`src/rtl/scpu_pkg.sv`:
```
// rtl/scpu_pkg.sv - shared front-end types and constants
package scpu_pkg;

  localparam int XLEN = 32;
  localparam logic [XLEN-1:0] NOP_INSTR = 32'h0000_0013;

  typedef enum logic [1:0] {
    WAIT  = 2'd0,
    CAPT  = 2'd1,
    FLUSH = 2'd2
  } fetch_state_t;

  typedef struct packed {
    logic [XLEN-1:0] pc;
    logic [XLEN-1:0] ins;
  } fetch_entry_t;

endpackage

```
`src/rtl/fetch_ctrl_if.sv`:
```
// rtl/fetch_ctrl_if.sv - fetch-to-decode valid/ready handshake
interface fetch_ctrl_if;

  logic        id_valid;
  logic        id_ready;
  logic [31:0] id_ins;
  logic [31:0] id_pc;

  modport master (output id_valid, output id_ins, output id_pc, input id_ready);
  modport slave  (input id_valid, input id_ins, input id_pc, output id_ready);

endinterface

```
`src/rtl/fetch_skid_q.sv`:
```
// rtl/fetch_skid_q.sv - 2-entry FIFO of {pc, ins}; flush wins over push/pop
module fetch_skid_q
  import scpu_pkg::*;
(
  input  logic         clk,
  input  logic         rst,
  input  logic         push,
  input  logic         pop,
  input  logic         flush,
  input  fetch_entry_t wr_data,
  output fetch_entry_t rd_data,
  output logic         full,
  output logic         empty
);

  fetch_entry_t mem [2];
  logic         rd_ptr;
  logic         wr_ptr;
  logic [1:0]   count;
  logic         do_push;
  logic         do_pop;

  assign empty   = (count == 2'd0);
  assign full    = (count == 2'd2);
  assign do_pop  = pop && !empty;
  // A full queue still takes a push when the head leaves in the same cycle.
  assign do_push = push && (!full || do_pop);
  assign rd_data = mem[rd_ptr];

  always_ff @(posedge clk) begin
    if (!rst || flush) begin
      rd_ptr <= 1'b0;
      wr_ptr <= 1'b0;
      count  <= 2'd0;
    end else begin
      if (do_push) wr_ptr <= ~wr_ptr;
      if (do_pop)  rd_ptr <= ~rd_ptr;
      count <= count + {1'b0, do_push} - {1'b0, do_pop};
    end
  end

  always_ff @(posedge clk) begin
    if (rst && !flush && do_push) mem[wr_ptr] <= wr_data;
  end

endmodule

```
`src/rtl/fetch_ctrl.sv`:
```
// rtl/fetch_ctrl.sv - PC generator and IF/ID front-end; optional FETCH_PERF_CNT_EN perf counters
module fetch_ctrl
  import scpu_pkg::*;
#(
  parameter logic [31:0] RESET_PC  = 32'h0000_0000,
  parameter int          FETCH_LAT = 2,
  parameter logic [31:0] NOP_INSTR = scpu_pkg::NOP_INSTR
) (
  input  logic          clk,
  input  logic          rst,
  output logic [31:0]   pc_out,
  input  logic [31:0]   buf_ins,
  input  logic          buf_valid,
  input  logic          buf_busy,
  input  logic          redir_en,
  input  logic [31:0]   redir_pc,
  fetch_ctrl_if.master  id,
  output logic          misalign
`ifdef FETCH_PERF_CNT_EN
  ,
  output logic [31:0]   perf_fetched,
  output logic [31:0]   perf_stall
`endif
);

  localparam logic [2:0] LAT_INIT = 3'(FETCH_LAT);

  fetch_state_t state, state_nxt;
  logic [2:0]   lat_cnt, lat_nxt;
  logic [31:0]  pc_nxt;
  logic         push, pop, full, empty, can_push;
  fetch_entry_t head;

  assign pop      = !empty && id.id_ready;
  assign can_push = buf_valid && !buf_busy && (!full || pop);

  always_ff @(posedge clk) begin
    if (!rst) begin
      state    <= WAIT;
      lat_cnt  <= LAT_INIT;
      pc_out   <= RESET_PC;
      misalign <= 1'b0;
    end else begin
      state    <= state_nxt;
      lat_cnt  <= lat_nxt;
      pc_out   <= pc_nxt;
      misalign <= redir_en && (|redir_pc[1:0]);
    end
  end

  // The last latency cycle and the move to CAPT share an edge, so one word
  // is captured every FETCH_LAT+1 cycles.
  always_comb begin
    state_nxt = state;
    lat_nxt   = lat_cnt;
    pc_nxt    = pc_out;
    push      = 1'b0;
    case (state)
      WAIT: begin
        if (buf_busy || !buf_valid) begin
          lat_nxt = LAT_INIT;
        end else if (lat_cnt <= 3'd1) begin
          lat_nxt   = 3'd0;
          state_nxt = CAPT;
        end else begin
          lat_nxt = lat_cnt - 3'd1;
        end
      end
      CAPT: begin
        if (can_push) begin
          push      = 1'b1;
          pc_nxt    = pc_out + 32'd4;
          lat_nxt   = LAT_INIT;
          state_nxt = WAIT;
        end
      end
      FLUSH: state_nxt = WAIT;
      default: state_nxt = WAIT;
    endcase
    if (redir_en) begin
      push      = 1'b0;
      state_nxt = FLUSH;
      pc_nxt    = {redir_pc[31:2], 2'b00};
      lat_nxt   = LAT_INIT;
    end
  end

  fetch_skid_q u_q (
    .clk     (clk),
    .rst     (rst),
    .push    (push),
    .pop     (pop),
    .flush   (redir_en),
    .wr_data ('{pc: pc_out, ins: buf_ins}),
    .rd_data (head),
    .full    (full),
    .empty   (empty)
  );

  assign id.id_valid = !empty;
  assign id.id_ins   = empty ? NOP_INSTR : head.ins;
  assign id.id_pc    = empty ? 32'd0 : head.pc;

`ifdef FETCH_PERF_CNT_EN
  always_ff @(posedge clk) begin
    if (!rst) begin
      perf_fetched <= 32'd0;
      perf_stall   <= 32'd0;
    end else begin
      if (push)  perf_fetched <= perf_fetched + 32'd1;
      if (empty) perf_stall   <= perf_stall + 32'd1;
    end
  end
`endif

endmodule
```
`src/flat_wrapper.sv`:
```
// flat-port wrapper written by rule: the top's interface ports become plain ports
module fetch_ctrl_flat import scpu_pkg::*;
#(
  parameter logic [31:0] RESET_PC  = 32'h0000_0000,
  parameter int          FETCH_LAT = 2,
  parameter logic [31:0] NOP_INSTR = scpu_pkg::NOP_INSTR
)
  (clk, rst, pc_out, buf_ins, buf_valid, buf_busy, redir_en, redir_pc, misalign, id_id_valid, id_id_ins, id_id_pc, id_id_ready);
  fetch_ctrl_if id_i ();
  input  logic clk;
  input  logic rst;
  output logic [31:0] pc_out;
  input  logic [31:0] buf_ins;
  input  logic buf_valid;
  input  logic buf_busy;
  input  logic redir_en;
  input  logic [31:0] redir_pc;
  output logic misalign;
  output wire logic [$bits(id_i.id_valid)-1:0] id_id_valid;
  output wire logic [$bits(id_i.id_ins)-1:0] id_id_ins;
  output wire logic [$bits(id_i.id_pc)-1:0] id_id_pc;
  input wire logic [$bits(id_i.id_ready)-1:0] id_id_ready;
  assign id_id_valid = id_i.id_valid;
  assign id_id_ins = id_i.id_ins;
  assign id_id_pc = id_i.id_pc;
  assign id_i.id_ready = id_id_ready;
  fetch_ctrl #(.RESET_PC(RESET_PC), .FETCH_LAT(FETCH_LAT), .NOP_INSTR(NOP_INSTR)) u_core (.clk(clk), .rst(rst), .pc_out(pc_out), .buf_ins(buf_ins), .buf_valid(buf_valid), .buf_busy(buf_busy), .redir_en(redir_en), .redir_pc(redir_pc), .id(id_i), .misalign(misalign));
endmodule
```
`config.mk`:
```
export PLATFORM = sky130hd
export DESIGN_NAME = fetch_ctrl_flat
export DESIGN_NICKNAME = d
export VERILOG_FILES = /design/src/rtl/scpu_pkg.sv /design/src/rtl/fetch_ctrl_if.sv /design/src/rtl/fetch_skid_q.sv /design/src/rtl/fetch_ctrl.sv /design/src/flat_wrapper.sv
export SDC_FILE = /design/constraint.sdc
export NUM_CORES = 1
export LEC_CHECK = 0
export CAP_MARGIN = 20
export CORE_MARGIN = 2
export CORE_UTILIZATION = 40
export DETAILED_ROUTE_END_ITERATION = 16
export DONT_BUFFER_PORTS = 1
export HOLD_SLACK_MARGIN = 0.02
export SLEW_MARGIN = 20
export SYNTH_ARGS = -nofsm -noshare
export SYNTH_HDL_FRONTEND = slang
export SYNTH_SLANG_ARGS = --single-unit
```
`constraint.sdc`:
```
create_clock -name clk -period 6.9 [get_ports clk]
set_input_delay 0.69 -clock clk [delete_from_list [all_inputs] [get_ports clk]]
set_output_delay 0.69 -clock clk [all_outputs]
set_load 0.02 [all_outputs]
```
==> summary.md, run 1 <==
Entering global routing, the biggest net connects 63 pins. The number of cells produced by synthesis was 560. Data on the critical path is required at its endpoint by 6210 ps. The number of cells traversed by the worst hold path works out to 0. The flop and latch count out of synthesis works out to 165. The global-route wire length before repair is 24.2 mm. The detailed router placed 4519 vias in this run. The largest stage delay on the critical path was 640 ps; the clock slew at the register clock pins of the worst setup and hold paths was 60 ps. Setup violations remaining at the end of the flow were counted as 0. The horizontal die dimension is 137 um.

STA classifies the critical path startpoint as a flop. For the final routed database, the setup TNS stands at 0 ps. The die covers 0.0188 mm2. The count of nets left with antenna violations once routing finished came out at 0.

The largest driver fanout on the critical path is 42, and the final-stage net count is 623. The H-tree level count is 4, and the worst slew margin relative to its limit is 0.413. The register-to-register setup slack was 4240 ps.

For this run, the leading register cell type out of synthesis is sky130_fd_sc_hd__edfxtp_1. Slew at the pin closest to its max-slew limit: 880 ps. For this run, design rule violations remaining after detail routing come to 0. The clock latency reported for the late side of the worst-skew pair came out at 420 ps. The timing-limited maximum frequency was 342 MHz. Number of antenna violations at the first check in global routing: 2.

The static leakage is 0.00235 uW. Sorting the synthesized cells by area gives the leading types as sky130_fd_sc_hd__edfxtp_1, sky130_fd_sc_hd__dfxtp_1, sky130_fd_sc_hd__mux2i_1. The number of maximum-capacitance constraint violations came out at 0. The type of the setup path with the least slack was reg -> out. Row generation in the floorplan step produced 48 rows. Wires add up to 16.5 mm.

On the critical path, the stage with the largest delay is an instance of sky130_fd_sc_hd__buf_4. Routability-driven placement finished with a final weighted congestion of 0.853. The total routing usage reported by global routing was 0.173.

The startpoint identified for the worst hold timing path is buf_ins[9]. In this run the power density over the cells is 262 mW/mm2. After synthesis the cells add up to 0.00708 mm2. The tools report the start of the worst register-to-register path as u_core.u_q.count[1]$_SDFF_PP0_. Once detailed placement completed, the half-perimeter wirelength came to 11.1 mm.

The number of cells traversed by the worst register-to-register path works out to 10. The deepest clock path buffer count came out at 2. The logs give 168 for the I/O pin count and 53 for the number of distinct library cells after synthesis. Share of post-route cells with drive strength above 1: 0.0838.

The total count of hold-check failures in the final report is 0, and the area fraction of the dominant cell type after synthesis is 0.526. The via count of the first global-routing pass is 4342, and the share of the yosys chip area belonging to registers is 0.642. The run finished with clean final reports. The tree is rooted in a sky130_fd_sc_hd__clkbuf_16.

End of the worst hold path: u_core.u_q.mem[0][9]$_DFFE_PP_. Endpoint kind of the worst setup timing path: an output port. Counting instances in the post-synthesis netlist gives the leading cell types as sky130_fd_sc_hd__edfxtp_1, sky130_fd_sc_hd__nor2_1, sky130_fd_sc_hd__mux2i_1.

The routed wirelength normalized by instance count is 20.9 um. In this run, post-CTS hold repair placed 0 buffers. Traced cell by cell, the critical path runs through buf_4, mux2i_1, nor2_1. The tightest min-delay check is of the in -> reg type. The total grt overflow is 0.

The part of the cycle the worst path needs was 0.424; the average vias per placed instance was 5.73. Setup repair after global routing left no endpoint under its margin. The tools report the capture point of the worst reg-to-reg path as u_core.u_q.count[1]$_SDFF_PP0_. The clock period minus worst slack was 2920 ps; the share of synthesized registers carrying an async set or reset was 0. The initial cell density of the core came out at 0.409. For the worst ir drop on vdd, the log shows 0.000158 V.

Once the clock tree was built, the setup fixing pass inserted 0 buffers. The first detailed-routing pass took 5 iterations. The violation count after the first detailed-route iteration is 199, and the synthesis warning total is 0. Among all cell types in the netlist, the one instantiated most often is sky130_fd_sc_hd__edfxtp_1. Buffers placed on the I/O ports in this run total 0.

The final cell utilization of the core came out at 0.452. The floorplan step defined a core boundary enclosing 0.0173 mm2. TritonCTS built the clock tree. The area growth from synthesis to layout came out at 10.4%. The total CTS buffers came out at 17.

The cell type contributing the most total cell area after synthesis was sky130_fd_sc_hd__edfxtp_1. The floorplan step set the die height to 137 um. The number of slew-limit violations in the final report was 0; the worst clock skew on the final layout was 9.16 ps.

After filler insertion, the fill cell instance count of the layout stands at 1575. Yosys mapped a number of flops with a built-in enable equal to 124. The clock net in this run drives a total of 165 sinks. Post-synthesis average cell area: 12.6 um2. For the post-cts sizing count, the log shows 0. Data on the critical path arrives at its endpoint at 2230 ps.
flip-flops by register name (all words and copies together) (netlist names), named ones only:
register	flops
u_core.u_q.count	2
u_core.state	2
u_core.u_q.rd_ptr	1
u_core.u_q.mem	124
u_core.lat_cnt	3
u_core.u_q.wr_ptr	1
u_core.misalign	1
u_core.pc_out	30
metal layers:
layer | wire (um) | track usage | share of wire | vias up
li1 | - | - | - | 2112
met1 | 6490 | 0.203 | 0.39 | 2192
met2 | 7900 | 0.286 | 0.48 | 188
met3 | 1660 | 0.0626 | 0.10 | 27
met4 | 413 | 0.0767 | 0.025 | 0
met5 | 0 | 0 | 0 | -
cell families after synthesis:
family | Yosys count | synth area share
and+or+nand+nor | 178 | 0.136
DFF | 165 | 0.642
AOI/OAI and AO/OA | 94 | 0.0854
muxes | 62 | 0.0877
buffers and inverters | 46 | 0.0283
xor gates and xnor gates | 9 | 0.0111
adders and majority gates | 5 | 0.00884
other | 1 | 0.000530
area by class of cell:
cell class,count,area (um2),area share
antenna,2,5.00,0.000641
clock buffer,18,429,0.0549
clock inverter,14,129,0.0165
inverter,8,30.0,0.00384
multi-input combinational,352,2360,0.302
sequential,165,4550,0.582
tap,225,282,0.0360
timing repair buffer,4,30.0,0.00384
metrics by stage:
stage	worst slack, ps	power, uW	hold WS [ps]	std cells	instance area (um2)
after floorplan	2510	1170	481	563	7090
after global placement	4170	1190	510	754	7250
after detailed placement	4110	1190	526	754	7250
after CTS	3920	2070	345	786	7810
after global routing	3810	2120	342	788	7810
final	3980	2050	367	788	7810
report_power, final:
part,internal [uW],switching (uW)
sequential,1080,50.6
combinational,17.1,22.1
clock,499,380
total,1600,452
worst max-delay path by stage:
stage	cells after the start	startpoint	endpoint
5_1_grt	3	flop	id_id_pc[12]
4_1_cts	3	flop	id_id_pc[12]
2_1_floorplan	4	buf_busy	u_core.u_q.mem[0][0]$_DFFE_PP_
3_5_place_dp	4	rst	u_core.u_q.mem[0][35]$_DFFE_PP_
6_report	3	flop	id_id_pc[12]
3_3_place_gp	4	rst	u_core.u_q.mem[0][14]$_DFFE_PP_
worst max-delay path, delay by kind of cell (launching register included):
family | cells | cell delay [ps]
buffers and inverters | 1 | 640
flip-flops | 1 | 580
AND/OR/NAND/NOR | 1 | 380
multiplexers | 1 | 180
placed cells by master (no fill, tap or decap), drive strengths merged, types with 4 or more instances in the layout:
| cell | count |
|---|---|
| o21a | 4 |
| and2 | 7 |
| dfxtp | 41 |
| xor2 | 4 |
| xnor2 | 5 |
| or3 | 7 |
| mux2i | 62 |
| ha | 5 |
| inv | 11 |
| nor2 | 68 |
| o21ai | 33 |
| nor3 | 5 |
| conb | 4 |
| clkbuf | 18 |
| nand2 | 14 |
| nand3 | 15 |
| nand4 | 14 |
| and4 | 5 |
| edfxtp | 124 |
| buf | 4 |
| o31ai | 13 |
| a31oi | 18 |
| clkinvlp | 7 |
| or4 | 18 |
| a21oi | 8 |
No activity file was read; power rests on OpenSTA's default activity.
==> run 2, diff against run 1 <==
==> constraint.sdc (replaced) <==
create_clock -name clk -period 2.86 [get_ports clk]
set_input_delay 0.286 -clock clk [delete_from_list [all_inputs] [get_ports clk]]
set_output_delay 0.286 -clock clk [all_outputs]
set_load 0.02 [all_outputs]
==> run 2 against run 1 <==
  * Wire length rose by 3.9%
  * Utilization up 3.2 points
  * Clock-buffer cell count grew 1
  * Combinational power rose to 4.8 times the previous value
  * Sequential power grew 140%
  * First-iteration DRC count grew 39%
  * Global-route usage increased by 0.77 points
  * Critical path depth grew 1
  * Worst setup slack got worse by 3400 ps
  * Critical path type is now reg -> reg
  * Largest power group unchanged
==> summary.md, run 2 (synthesis gave the netlist of run 1 again) <==
The worst hold path terminates at u_core.pc_out[29]$_SDFFE_PN0P_. The number of cells traversed by the worst hold path was 2 (+2); the clock period minus worst slack was 2320 ps. Share of post-route cells with drive strength above 1: 0.0930 (+0.00921). The final-stage net count came out at 675 (+8.3%). The worst hold path begins at rst. Power consumption: 5160 uW (+150%).

Traced cell by cell, the critical path runs through nand4_1, or3_1, or4_1, and3_1. The horizontal die dimension is 137 um (unchanged). The run gives 0.000379 V (+140%) as the worst ir drop on vdd.

The endpoint required time on the critical path is 3180 ps (-3030 ps). The worst register-to-register path begins at u_core.pc_out[14]$_SDFFE_PN0P_. The tree is rooted in a sky130_fd_sc_hd__clkbuf_16. The logs give 0.037 (+0.018) for the fraction of power consumed by combinational cells and 63 (unchanged) for the largest net degree at the start of global routing. The smallest setup slack after layout was 540 ps (-3440 ps). The final-layout fill cell count is 1542 (-2.1%). The library cell contributing the largest single delay on the critical path was sky130_fd_sc_hd__dfxtp_1. The number of flip-flops in the largest register was 124 (unchanged). The run finished with clean final reports.

Ranked by flip-flop count, first place goes to u_core.u_q.mem. The area of the multi-input gates was 0.00236 mm2 (unchanged); the number of maximum-capacitance constraint violations was 0 (unchanged). The internal portion of total power came out at 4060 uW (+150%).

The worst slew margin relative to its limit came out at 0.576 (+0.163). The number of antenna violations at the first check in global routing is 1 (-1), and the detailed placement HPWL is 11.4 mm (+2.7%). The tools report the static leakage as 0.00261 uW (+11%). The post-cts sizing count is 0 (unchanged). The number of clock sinks came out at 165 (unchanged).

The run gives 0.181 (+0.00772) as the total routing usage reported by global routing. TritonCTS built the clock tree. Routed wirelength normalized by instance count: 20.4 um (-2.4%).

The clock network power share is 0.440 (+0.011). The register-to-register setup slack was 540 ps (-3700 ps). In this run the worst hold path is classified as in -> reg. The number of rows created at floorplan was 48 (unchanged); the final cell utilization of the core was 0.484 (+0.0322). The setup TNS after final layout was 0 ps (unchanged).

The area of the core was 0.0173 mm2 (unchanged). Setup repair after global routing left no endpoint under its margin. The area growth from synthesis to layout is 18.3%. The total grt overflow is 0 (unchanged), and the overall die area is 0.0188 mm2 (unchanged). The worst setup path is captured at a flop. The average vias per placed instance works out to 5.59 (-2.5%). The slew at the pin closest to its max-slew limit is 636 ps (-245 ps).

The count of input and output buffers came out at 0 (unchanged). The tools report the worst clock skew on the final layout as 9.81 ps (+0.654 ps). Leaving out fill and tap cells, the most frequent cells in the layout are sky130_fd_sc_hd__edfxtp_1, sky130_fd_sc_hd__nor2_1, sky130_fd_sc_hd__mux2i_1. The detailed-route wire length came out at 17.1 mm (+3.9%). The deepest clock path buffer count is 2 (unchanged). The tools report the post-placement worst setup slack as 563 ps (-3550 ps). The largest registers in the layout are u_core.u_q.mem (124), u_core.pc_out (30), u_core.lat_cnt (3).

The library cell used most frequently in the layout, excluding fill and tap cells, is sky130_fd_sc_hd__edfxtp_1. The total CTS buffers was 17 (unchanged). The largest driver fanout on the critical path was 13 (-69%); the total count of hold-check failures in the final report was 0 (unchanged).

The tools report the total of endpoints with negative setup slack in the final report as 0 (unchanged). The run gives 4692 (+3.8%) as the vias after detailed routing. Static timing analysis puts the maximum clock frequency at 431 MHz. The tools report the standard cell area after detailed placement as 0.00738 mm2 (+1.8%).

The switching part of the total is 0.213 (-0.00784), and the residual antenna-violating net count after detailed routing is 0 (unchanged). The run gives 0.00455 mm2 (unchanged) as the register cell area after layout. The iteration count of the initial detailed-routing pass was 5 (unchanged).

The logs give 0.00837 mm2 (+7.1%) for the final instance area and 2640 ps (+410 ps) for the endpoint arrival time on the critical path. The initial cell density of the core was 0.409 (unchanged). The element type at the critical path start is a flop. The reported net switching power is 1100 uW (+140%), and the H-tree level count is 4 (unchanged). For the number of slew-limit violations in the final report, the log shows 0 (unchanged). The run gives 0.523 (-0.029) as the part of the total power dissipated in sequential elements. Number of cells traversed by the worst register-to-register path: 4 (-6).

The global-route wire length before repair was 25.2 mm (+4.0%). The die span in y came out at 137 um (unchanged). The via count of the first global-routing pass is 4649 (+7.1%). The clock slew at the register clock pins of the worst setup and hold paths was 70 ps (about the same). The tools report the total DRC errors in the routed layout as 0 (unchanged). The critical path in this run is classified as reg -> reg. The largest stage delay on the critical path was 710 ps (+70 ps). The violation count after the first detailed-route iteration was 276 (+39%); the areal power density over the cells was 617 mW/mm2 (+140%).

Part of the cycle the worst path needs: 0.811. The tools report the I/O pin count as 168 (unchanged). The tools report the capture point of the worst reg-to-reg path as u_core.pc_out[30]$_SDFFE_PN0P_. The tools report the clock latency reported for the late side of the worst-skew pair as 420 ps (about the same). The tools report the routability-driven placement congestion ratio as 0.831 (-2.6%).
-- run 2: cell types whose count changed in the layout (fill, tap and decap cells not counted), sizes merged --
cell	previous run	this run
diode	2	1
buf	4	16
clkinv	3	6
clkbuf	18	19
bufinv	1	3
inv	11	9
dlygate4sd3	0	40
clkinvlp	7	3
-- run 2: how the worst max path moves through the flow --
| stage | slack (ps) | endpoint | start | cells past startpoint |
|---|---|---|---|---|
| after floorplan | 60 | u_core.u_q.mem[1][0]$_DFFE_PP_ | redir_en | 4 |
| after global placement | 620 | u_core.pc_out[30]$_SDFFE_PN0P_ | u_core.pc_out[14]$_SDFFE_PN0P_ | 4 |
| after detailed placement | 560 | u_core.pc_out[30]$_SDFFE_PN0P_ | u_core.pc_out[14]$_SDFFE_PN0P_ | 4 |
| after CTS | 570 | u_core.pc_out[30]$_SDFFE_PN0P_ | u_core.pc_out[14]$_SDFFE_PN0P_ | 4 |
| after global routing | 420 | u_core.pc_out[30]$_SDFFE_PN0P_ | u_core.pc_out[14]$_SDFFE_PN0P_ | 4 |
| final | 540 | u_core.pc_out[30]$_SDFFE_PN0P_ | u_core.pc_out[14]$_SDFFE_PN0P_ | 4 |
-- run 2: cell type report --
class | instances | share of cell area
clock inverter | 13 | 0.0187
timing repair buffer | 56 | 0.0667
multi-input combinational | 352 | 0.282
antenna | 1 | 0.000299
sequential | 165 | 0.543
tap | 225 | 0.0336
inverter | 8 | 0.00359
clock buffer | 19 | 0.0517
-- run 2: metrics by stage --
step                      cells  hold WS, ps
final                       839         42.0
after global routing        839         33.9
after CTS                   838         23.1
after detailed placement    766          385
after global placement      766          385
after floorplan             563          385
-- run 2: metal layers --
layer  routed length [um]  up-vias  global-route usage
li1                     -     2209                   -
met1                 7380     2301               0.220
met2                 8130      166               0.300
met3                 1420       16              0.0674
met4                  183        0              0.0533
met5                    0        -                   0
-- run 2: timing repair --
| action | 4_1_cts | 5_1_grt |
|---|---|---|
| hold buffers | 40 | 0 |
| endpoints found under the hold margin | 86 | 0 |
| setup buffers | 0 | 0 |
-- run 2: worst max-delay path: cells and delay by family, from the launching register on --
| kind | cells | cell delay, ps |
|---|---|---|
| flip-flops | 1 | 710 |
| AND/OR/NAND/NOR | 4 | 1520 |
-- run 2: power by group through the flow --
| stage | Clock, uW | Combinational, uW | Sequential [uW] |
|---|---|---|---|
| global placement | 0 | 131 | 2750 |
| finish | 2270 | 190 | 2700 |
| floorplan | 0 | 89.2 | 2740 |
| CTS | 2320 | 189 | 2700 |
| detailed placement | 0 | 134 | 2750 |
| global route | 2430 | 207 | 2700 |
